<file path="config.mk">
export PLATFORM = sky130hd
export DESIGN_NAME = switch_egress_port
export DESIGN_NICKNAME = d
export VERILOG_FILES = /design/src/rtl/spw_sw_pkg.sv /design/src/rtl/egress_buf2.sv /design/src/rtl/switch_egress_port.sv
export SDC_FILE = /design/constraint.sdc
export NUM_CORES = 1
export LEC_CHECK = 0
export BUFFER_PORTS_ARGS = -buffer_cell sky130_fd_sc_hd__buf_2
export CELL_PAD_IN_SITES_DETAIL_PLACEMENT = 1
export CELL_PAD_IN_SITES_GLOBAL_PLACEMENT = 1
export CORE_ASPECT_RATIO = 1.2
export CORE_MARGIN = 3
export CORE_UTILIZATION = 35
export CTS_CLUSTER_SIZE = 30
export DETAILED_ROUTE_END_ITERATION = 7
export PLACE_DENSITY_LB_ADDON = 0.1
export SLEW_MARGIN = 20
export SYNTH_ARGS = -nofsm -noshare
export SYNTH_HDL_FRONTEND = slang
export SYNTH_SLANG_ARGS = --single-unit
</file>
<file path="constraint.sdc">
create_clock -name gclk -period 1.73 [get_ports gclk]
set_clock_uncertainty 0.1 [all_clocks]
set_input_delay 0.173 -clock gclk [delete_from_list [all_inputs] [get_ports gclk]]
set_output_delay 0.173 -clock gclk [all_outputs]
set_load 0.02 [all_outputs]
</file>
<file path="src/rtl/spw_sw_pkg.sv">
// Shared definitions for the SpaceWire switch egress path: character
// width, control-character encodings and the egress reader state enum.
package spw_sw_pkg;

  localparam int DW  = 8;
  localparam int CHW = DW + 1;

  // Control characters carry bit DW = 1; bit 0 selects EOP (0) or EEP (1).
  localparam logic [CHW-1:0] EOP_CHAR = {1'b1, {(DW - 1){1'b0}}, 1'b0};
  localparam logic [CHW-1:0] EEP_CHAR = {1'b1, {(DW - 1){1'b0}}, 1'b1};

  typedef enum logic [1:0] {
    IDLE    = 2'd0,
    PKT     = 2'd1,
    DISCARD = 2'd2
  } state_t;

  function automatic logic is_eop(input logic [CHW-1:0] c);
    return c[CHW-1] & ~c[0];
  endfunction

  function automatic logic is_eep(input logic [CHW-1:0] c);
    return c[CHW-1] & c[0];
  endfunction

endpackage

</file>
<file path="src/rtl/egress_buf2.sv">
// Two-entry skid buffer behind a one-cycle-latency FIFO read port.
// Counts the read in flight together with stored entries so that the
// upstream read strobe can never overrun the two slots.
module egress_buf2 #(
  parameter int W = 9
) (
  input  logic         clk,
  input  logic         rst,
  input  logic         rd,         // read issued to the FIFO this cycle
  input  logic         flush,      // drop stored entries and the read in flight
  input  logic         drop,       // discard the returning character
  input  logic         pop,        // head consumed this cycle
  input  logic [W-1:0] wdata,      // FIFO data, valid the cycle after rd
  output logic         space,      // another read may be issued this cycle
  output logic         inflight,   // wdata carries a returned character
  output logic         head_valid,
  output logic [W-1:0] head_data,
  output logic         term_held   // a control char is stored or returning
);

  logic [W-1:0] mem [2];
  logic         rd_ptr;
  logic         wr_ptr;
  logic [1:0]   count;
  logic         push;
  logic         pop_ok;
  logic [1:0]   occ_after;

  assign push       = inflight & ~flush & ~drop;
  assign head_valid = (count != 2'd0);
  assign pop_ok     = pop & head_valid;
  assign head_data  = mem[rd_ptr];
  // A pop in this cycle frees its slot in time for the next return, which
  // is what lets the reader sustain one character per cycle.
  assign occ_after  = count - {1'b0, pop_ok};
  assign space      = (occ_after + {1'b0, inflight}) < 2'd2;
  // The top bit of a character is its control flag.
  assign term_held  = (head_valid & mem[rd_ptr][W-1])
                    | ((count == 2'd2) & mem[~rd_ptr][W-1])
                    | (inflight & wdata[W-1]);

  // Pointer, occupancy and in-flight bookkeeping.
  // NOTE: state registers use non-blocking assignments so every flop samples
  // pre-edge values regardless of statement order.
  always_ff @(posedge clk or posedge rst) begin
    if (rst) begin
      inflight <= 1'b0;
      count    <= 2'd0;
      rd_ptr   <= 1'b0;
      wr_ptr   <= 1'b0;
    end else if (flush) begin
      inflight <= 1'b0;
      count    <= 2'd0;
      rd_ptr   <= 1'b0;
      wr_ptr   <= 1'b0;
    end else begin
      inflight <= rd;
      if (push)   wr_ptr <= ~wr_ptr;
      if (pop_ok) rd_ptr <= ~rd_ptr;
      count <= count + {1'b0, push} - {1'b0, pop_ok};
    end
  end

  // Character storage.
  // NOTE: storage is deliberately not reset; count gates every read of it,
  // so leaving it reset-free keeps the array as plain registers/RAM.
  always_ff @(posedge clk) begin
    if (push) mem[wr_ptr] <= wdata;
  end

endmodule

</file>
<file path="src/rtl/switch_egress_port.sv">
// Egress reader for one switch output port: drains the port FIFO into a
// valid/ready stream for the CODEC transmitter, tracks packet boundaries
// and terminates stalled packets with an injected EEP.
module switch_egress_port
  import spw_sw_pkg::*;
#(
  parameter int TIMEOUT = 1024,
  parameter int CNTW    = 16
) (
  input  logic            gclk,
  input  logic            reset,
  input  logic            empty_i,
  output logic            rd_o,
  input  logic [CHW-1:0]  din,
  input  logic            active_i,
  output logic [CHW-1:0]  tx_data_o,
  output logic            tx_valid_o,
  input  logic            tx_ready_i,
  output logic            busy_o,
  output logic            timeout_o,
  output logic [CNTW-1:0] pkt_cnt_o
);

  localparam int            SW          = $clog2(TIMEOUT + 1);
  localparam logic [SW-1:0] STARVE_MAX  = SW'(TIMEOUT);
  localparam logic [SW-1:0] STARVE_LAST = SW'(TIMEOUT - 1);

  state_t         state, state_d;
  logic [SW-1:0]  starve_cnt;
  logic           inject_pending;
  logic           space, inflight, head_valid, term_held;
  logic [CHW-1:0] head_data, xfer_char;
  logic           xfer, xfer_term, din_term, starving, fire;

  assign rd_o       = ~reset & ~empty_i & active_i & ~inject_pending & space;
  assign tx_valid_o = active_i & (inject_pending | head_valid);
  // The buffer is always empty while an injected EEP is pending.
  assign xfer_char  = inject_pending ? EEP_CHAR : head_data;
  assign tx_data_o  = tx_valid_o ? xfer_char : '0;
  assign xfer       = tx_valid_o & tx_ready_i;
  assign xfer_term  = is_eop(xfer_char) | is_eep(xfer_char);
  assign din_term   = is_eop(din) | is_eep(din);
  // Starved: inside a packet with nothing stored, returning or available.
  assign starving   = (state == PKT) & empty_i & ~head_valid & ~inflight;
  assign fire       = starving & active_i & (starve_cnt == STARVE_LAST);
  assign timeout_o  = fire;
  assign busy_o     = (state == PKT);

  egress_buf2 #(.W(CHW)) u_buf (
    .clk        (gclk),
    .rst        (reset),
    .rd         (rd_o),
    .flush      (~active_i),
    .drop       (state == DISCARD),
    .pop        (xfer & ~inject_pending),
    .wdata      (din),
    .space      (space),
    .inflight   (inflight),
    .head_valid (head_valid),
    .head_data  (head_data),
    .term_held  (term_held)
  );

  // Next-state logic for the packet-boundary FSM.
  // NOTE: state_d gets a default before the case so no path leaves it
  // unassigned, which would otherwise infer a latch.
  always_comb begin
    state_d = state;
    unique case (state)
      IDLE: begin
        if (xfer && !xfer_term) state_d = PKT;
      end
      PKT: begin
        // A flushed terminator means the packet already ended upstream of
        // the link; discarding would eat the start of the next packet.
        if (!active_i)              state_d = term_held ? IDLE : DISCARD;
        else if (xfer && xfer_term) state_d = IDLE;
        else if (fire)              state_d = DISCARD;
      end
      DISCARD: begin
        if (active_i && inflight && din_term) state_d = IDLE;
      end
      default: state_d = IDLE;
    endcase
  end

  // State register, starvation counter, EEP injection and packet counter.
  always_ff @(posedge gclk or posedge reset) begin
    if (reset) begin
      state          <= IDLE;
      starve_cnt     <= '0;
      inject_pending <= 1'b0;
      pkt_cnt_o      <= '0;
    end else begin
      state <= state_d;
      if (!starving)                     starve_cnt <= '0;
      else if (starve_cnt != STARVE_MAX) starve_cnt <= starve_cnt + 1'b1;
      if (!active_i)                     inject_pending <= 1'b0;
      else if (fire)                     inject_pending <= 1'b1;
      else if (xfer && inject_pending)   inject_pending <= 1'b0;
      if (xfer && xfer_term)             pkt_cnt_o <= pkt_cnt_o + 1'b1;
    end
  end

endmodule

</file>
# Word-level counts from Yosys, hierarchy flattened
# Memory sizes are Yosys's and may differ from the RTL's.
# Cells that the tools add are included.
# totals
ramBits,18
wordCells,96
output_inout_bits,29
reg_bits,35
inputBits,14
memories,1
# classes
muxes,22
n_addsub,6
n_eq_ne,12
n_bitwise,37
reduce_logical,9
order_cmp,1
# mem_list
name,words,word_bits,rd,rd_clocked_by_memory_dff,wr,line,rtl
u_buf.mem,2,9,2,0,1,egress_buf2.sv:21,logic [W-1:0] mem [2];
# ops
operator,n
1-bit bitwise AND,22
11-bit 2-to-1 mux,2
9-bit 2-to-1 mux,2
16-bit by 1-bit adder with 16-bit output (second input constant),1
2-bit 2-to-1 mux,7
11-bit by 1-bit adder with 11-bit output (second input constant),1
11-bit by 10-bit == test with 1-bit output (second input constant),1
11-bit inequality test (second input constant),1
1-bit 2-to-1 mux,10
1-bit NOT,10
2-bit by 1-bit inequality test with 1-bit output (second input constant),3
2-bit case mux with 3 select lines,1
1-bit logical AND,5
1-bit bitwise OR,5
2-bit by 1-bit adder with 2-bit output,2
2-bit == test (second input constant),2
2-bit inequality test (second input constant),2
4-bit by 2-bit inequality test with 1-bit output (second input constant),1
2-bit by 1-bit subtractor with 2-bit output,2
3-bit by 1-bit inequality test with 1-bit output (second input constant),1
3-bit AND reduction,1
2-bit by 1-bit == test with 1-bit output (second input constant),1
2-bit logical NOT,1
2-bit less-than comparator (second input constant),1
2 further kinds,2

# Depth between registers and ports, before layout
# logic_depth
ltp_word,11
mapped_depth,7
depth_no_buf,7

# By module
# From an unflattened synthesis, not the netlist that was laid out.
# unflattened
cells_unflattened,227
area_unflattened_um2,2608.8
# by_module_without_submodules
mod,area_per_inst_um2,n_inst,cells_each,seq_area_each_um2
switch_egress_port,1610.3,1,160,750.7
egress_buf2,998.5,1,67,665.6

# Worst setup path before layout
# OpenSTA, ideal clock, no wires.
# synth_path
kind,register to output
startpoint,reg starve_cnt[0]
endpoint,out timeout_o
path_slack_ns,-0.374
path_buffers,0
stages_incl_launch_ff,6
arrival_time_ns,1.831
required_ns,1.457
path_cell_list,dfrtp_1 > ha_1 > nand3_2 > or4_4 > or3_4 > nor2_1
# synth_via
elab_chain_cells,2
# synth_rtl
element,line,rtl
"start, declared",switch_egress_port.sv:29,logic [SW-1:0] starve_cnt;
"start signal, assigned",switch_egress_port.sv:97,else if (starve_cnt != STARVE_MAX) starve_cnt <= starve_cnt + 1'b1;
11-bit by 10-bit == test with 1-bit output,switch_egress_port.sv:45,assign fire = starving & active_i & (starve_cnt == STARVE_LAST);
1-bit bitwise AND,switch_egress_port.sv:45,
"end, declared",switch_egress_port.sv:20,"output logic timeout_o,"
# Every way passes these cells.

# Final worst setup path
# layout_path
startpoint,reg starve_cnt[1]
endpoint,out timeout_o
# The elaborated chain is that of the path after synthesis.

==> summary.txt <==
STA
  – Max-slew violation total from the final report: 0
  – RSZ-0062 raised after global routing: yes
  – # setup viols final: 25
  – Fin. Hold Viols: 0
  – Worst Max-Slew Pin Slew: approximately 0.59 ns
  – Slew margin rel.: between 60% and 70%
  – Tcrit/Tclk final: 127%
  – Setup_tns: -4.69 ns
  – F_max: 0.454 GHz
  – Fin crit period: 2.20 ns
  – Worst Setup Slack, final: -0.474 ns
  – Worst hold margin: 0.0290 ns

Global routing
  – Antenna violations before repair: 0
  – Grt ovf: 0
  – First-pass GRT wire length: 10900 um
  – Total track usage: 16.7%
  – Largest net degree at the start of global routing: 19
  – Vias in the first global route: 2217

Floorplan
  – Ports: 43
  – Die Area: 0.00822 mm2
  – Die height: approximately 100 um
  – Row count: 33
  – Starting Density: between 30% and 40%
  – CORE AREA: 0.00690 mm2
  – DIE WIDTH: 83.3 um

Yosys
  – Top-count cell post-synth: dfrtp_1
  – Post-synth net total: 241
  – Ranking of synthesized cells by area: dfrtp_1, edfxtp_1, xor2_1
  – Synth area leader: dfrtp_1
  – Gate Count Post-Synth: between 200 and 250
  – Synth top area share: 34.9%
  – Main synth FF type: dfrtp_1
  – Asr flop ratio synth: 66.0%
  – Post-synth EDFFs: 18
  – #FFs+latches synth: 53
  – Syn_area_per_cell: approximately 11 um2
  – Commonest cells post-synth: dfrtp_1, nor2_1, edfxtp_1
  – Synth cell types: 46
  – Cell area after synthesis: between 0.002 and 0.003 mm2
  – Seq/Total Area, Yosys: 56.5%
  – Ys Warns: 0

Power and ir drop
  – Comb power frac: 9.2%
  – VDD IR max: 0.352 mV
  – Leakage: 1.83 nW
  – Int Power: roughly 1.7 mW
  – Tot Pwr: 2.24 mW
  – Flop pwr share: 59.9%
  – PD cells: 569 mW/mm2
  – Clock network power share: ~30%
  – NetSw: 539 uW
  – Switching part of the total: 24.1%

Route
  – Number of DRC markers in iteration 0: 75
  – Post-route ant nets: 0
  – DRT Pass-1 Iters: 4
  – Routed WL: 6950 um
  – Via count: 2103
  – WL/cell: 16.2 um
  – DRC viols: 0
  – Post-DR vias/cell: slightly below 5

Critical path
  – CP Max Fanout: 2
  – Worst Reg-to-Reg Cells: 9
  – Startpoint class of the critical path: flop
  – Critical Path AT: 1.93 ns
  – Critical-path cell list: ha_2 -> nand3_2 -> or4_4 -> or3_4 -> nor2_4 -> buf_6
  – Crit path kind: flop to primary output
  – FF-to-FF End: state[1]$_DFFE_PP0P_
  – Flop-to-flop setup slack: -0.35 ns
  – Crit-path slowest cell: or4_4
  – Worst Path Required: 1.46 ns
  – Critical path endpoint category: primary output
  – Reg2reg start: starve_cnt[1]$_DFFE_PP0P_
  – CP max stage delay: ~0.42 ns

Flow run
  – Max cap viols: 0

Layout
  – Area Growth Syn to Fin: 56.8%
  – Layout Nets: 359
  – Fillers: 734
  – Final Cell Area: 0.00393 mm2
  – Finished Layout Cells: 429
  – Layout cell share with drive strength beyond 1: between 40 and 50%
  – Final Util: 57.0%
  – Ant. Diodes: 0

Placed design
  – Dpl cells: 387
  – Post-DP Area: 0.00314 mm2
  – Dpl ws: -0.219 ns
  – # port buffers: 42
  – Final GP Congestion: 0.811
  – Post-DP HPWL: 4720 um

Clock tree
  – Clk_lat worst skew: about 0.31 ns
  – CTS tree: done
  – Clk root buf: clkbuf_8
  – H-tree level count: 2
  – Clock buffer count from CTS: 5
  – Clock-pin slew on the worst setup and hold paths: around 0.090 ns
  – Clock buffer depth: 2
  – Clk sinks: 53

Min path
  – Worst hold path class: input port to flop
  – Sink of the worst hold path: u_buf.mem[1][8]$_DFFE_PP_
  – Hold path depth: 1
  – Hold_sp: din[8]

Run status
  – Status: complete, but fails checks
  – Failing checks: setup timing
==> layer usage <==
| layer | GRT usage [%] | vias up | share of wire, % |
|---|---|---|---|
| met4 | 4.91 | 0 | 1.4 |
| met3 | 3.51 | 8 | 3.5 |
| met2 | 29.8 | 42 | 52 |
| met1 | 20.2 | 1029 | 43 |
| met5 | 0 | - | 0 |
| li1 | - | 1024 | - |
==> flip-flops by register name (all words and copies together) (netlist names) <==
register        count
u_buf.rd_ptr        1
inject_pending      1
u_buf.mem          18
u_buf.inflight      1
pkt_cnt_o          16
u_buf.wr_ptr        1
state               2
starve_cnt         11
u_buf.count         2
==> how the worst max path moves through the flow <==
| stage | from | end | slack [ns] | cells past startpoint |
|---|---|---|---|---|
| 6_report | starve_cnt[1]$_DFFE_PP0P_ | timeout_o | -0.47 | 6 |
| 5_1_grt | starve_cnt[0]$_DFFE_PP0P_ | timeout_o | -0.54 | 6 |
| 4_1_cts | starve_cnt[1]$_DFFE_PP0P_ | timeout_o | -0.49 | 6 |
| 3_5_place_dp | starve_cnt[0]$_DFFE_PP0P_ | timeout_o | -0.22 | 6 |
| 3_3_place_gp | starve_cnt[0]$_DFFE_PP0P_ | timeout_o | -0.20 | 6 |
| 2_1_floorplan | starve_cnt[0]$_DFFE_PP0P_ | timeout_o | -0.24 | 5 |
==> cell families (layout without fill, tap and decap cells) <==
logic type | Yosys count | in the layout | share of synthesized area [%]
compound gates | 27 | 27 | 7.38
xor+xnor | 24 | 24 | 8.38
fa+ha+maj | 4 | 4 | 2.00
buf+inv | 19 | 138 | 3.04
flops | 53 | 53 | 56.5
mux | 12 | 12 | 4.94
simple gates | 84 | 84 | 17.8
==> area by class of cell <==
cell class	count	area, um2	area share [%]
Clock buffer	5	68.8	1.75
Clock inverter	3	17.5	0.445
Timing Repair Buffer	117	967	24.6
Inverter	13	51.3	1.30
Multi-Input combinational cell	151	1300	33.0
Sequential cell	53	1420	36.1
Tap cell	87	109	2.77
==> power groups by stage <==
stage                     combinational [mW]  sequential (mW)  clock, mW
after floorplan                       0.0743             1.37          0
after global placement                 0.150             1.36          0
after detailed placement               0.153             1.36          0
after CTS                              0.185             1.34      0.721
after global routing                   0.229             1.34      0.771
final                                  0.206             1.34      0.692
==> critical path, delay by kind of cell (launching register included) <==
| family | cells | cell delay [ns] |
|---|---|---|
| buffers and inverters | 1 | 0.12 |
| adders and majority gates | 1 | 0.20 |
| and+or+nand+nor | 4 | 0.95 |
| DFF | 1 | 0.36 |
==> cell usage in the layout, fill, tap and decap left out, drive strengths merged, types with 8 or more instances in the layout <==
master and n:
xor2 15, dlygate4sd3 9, inv 12, nand2 13, nand3 8, xnor2 9, edfxtp 18, mux2i 9
o21ai 8, dfrtp 35, nor3 8, nor2 28, buf 107
==> timing repair <==
action	CTS	global route
hold buffers	9	0
endpoints found under the hold margin	51	0
setup endpoints to repair	17	32
resized for setup	42	56
pin swaps	10	28
buffers inserted	15	14
gates cloned	0	1
Power figures use the tool's default switching activity.
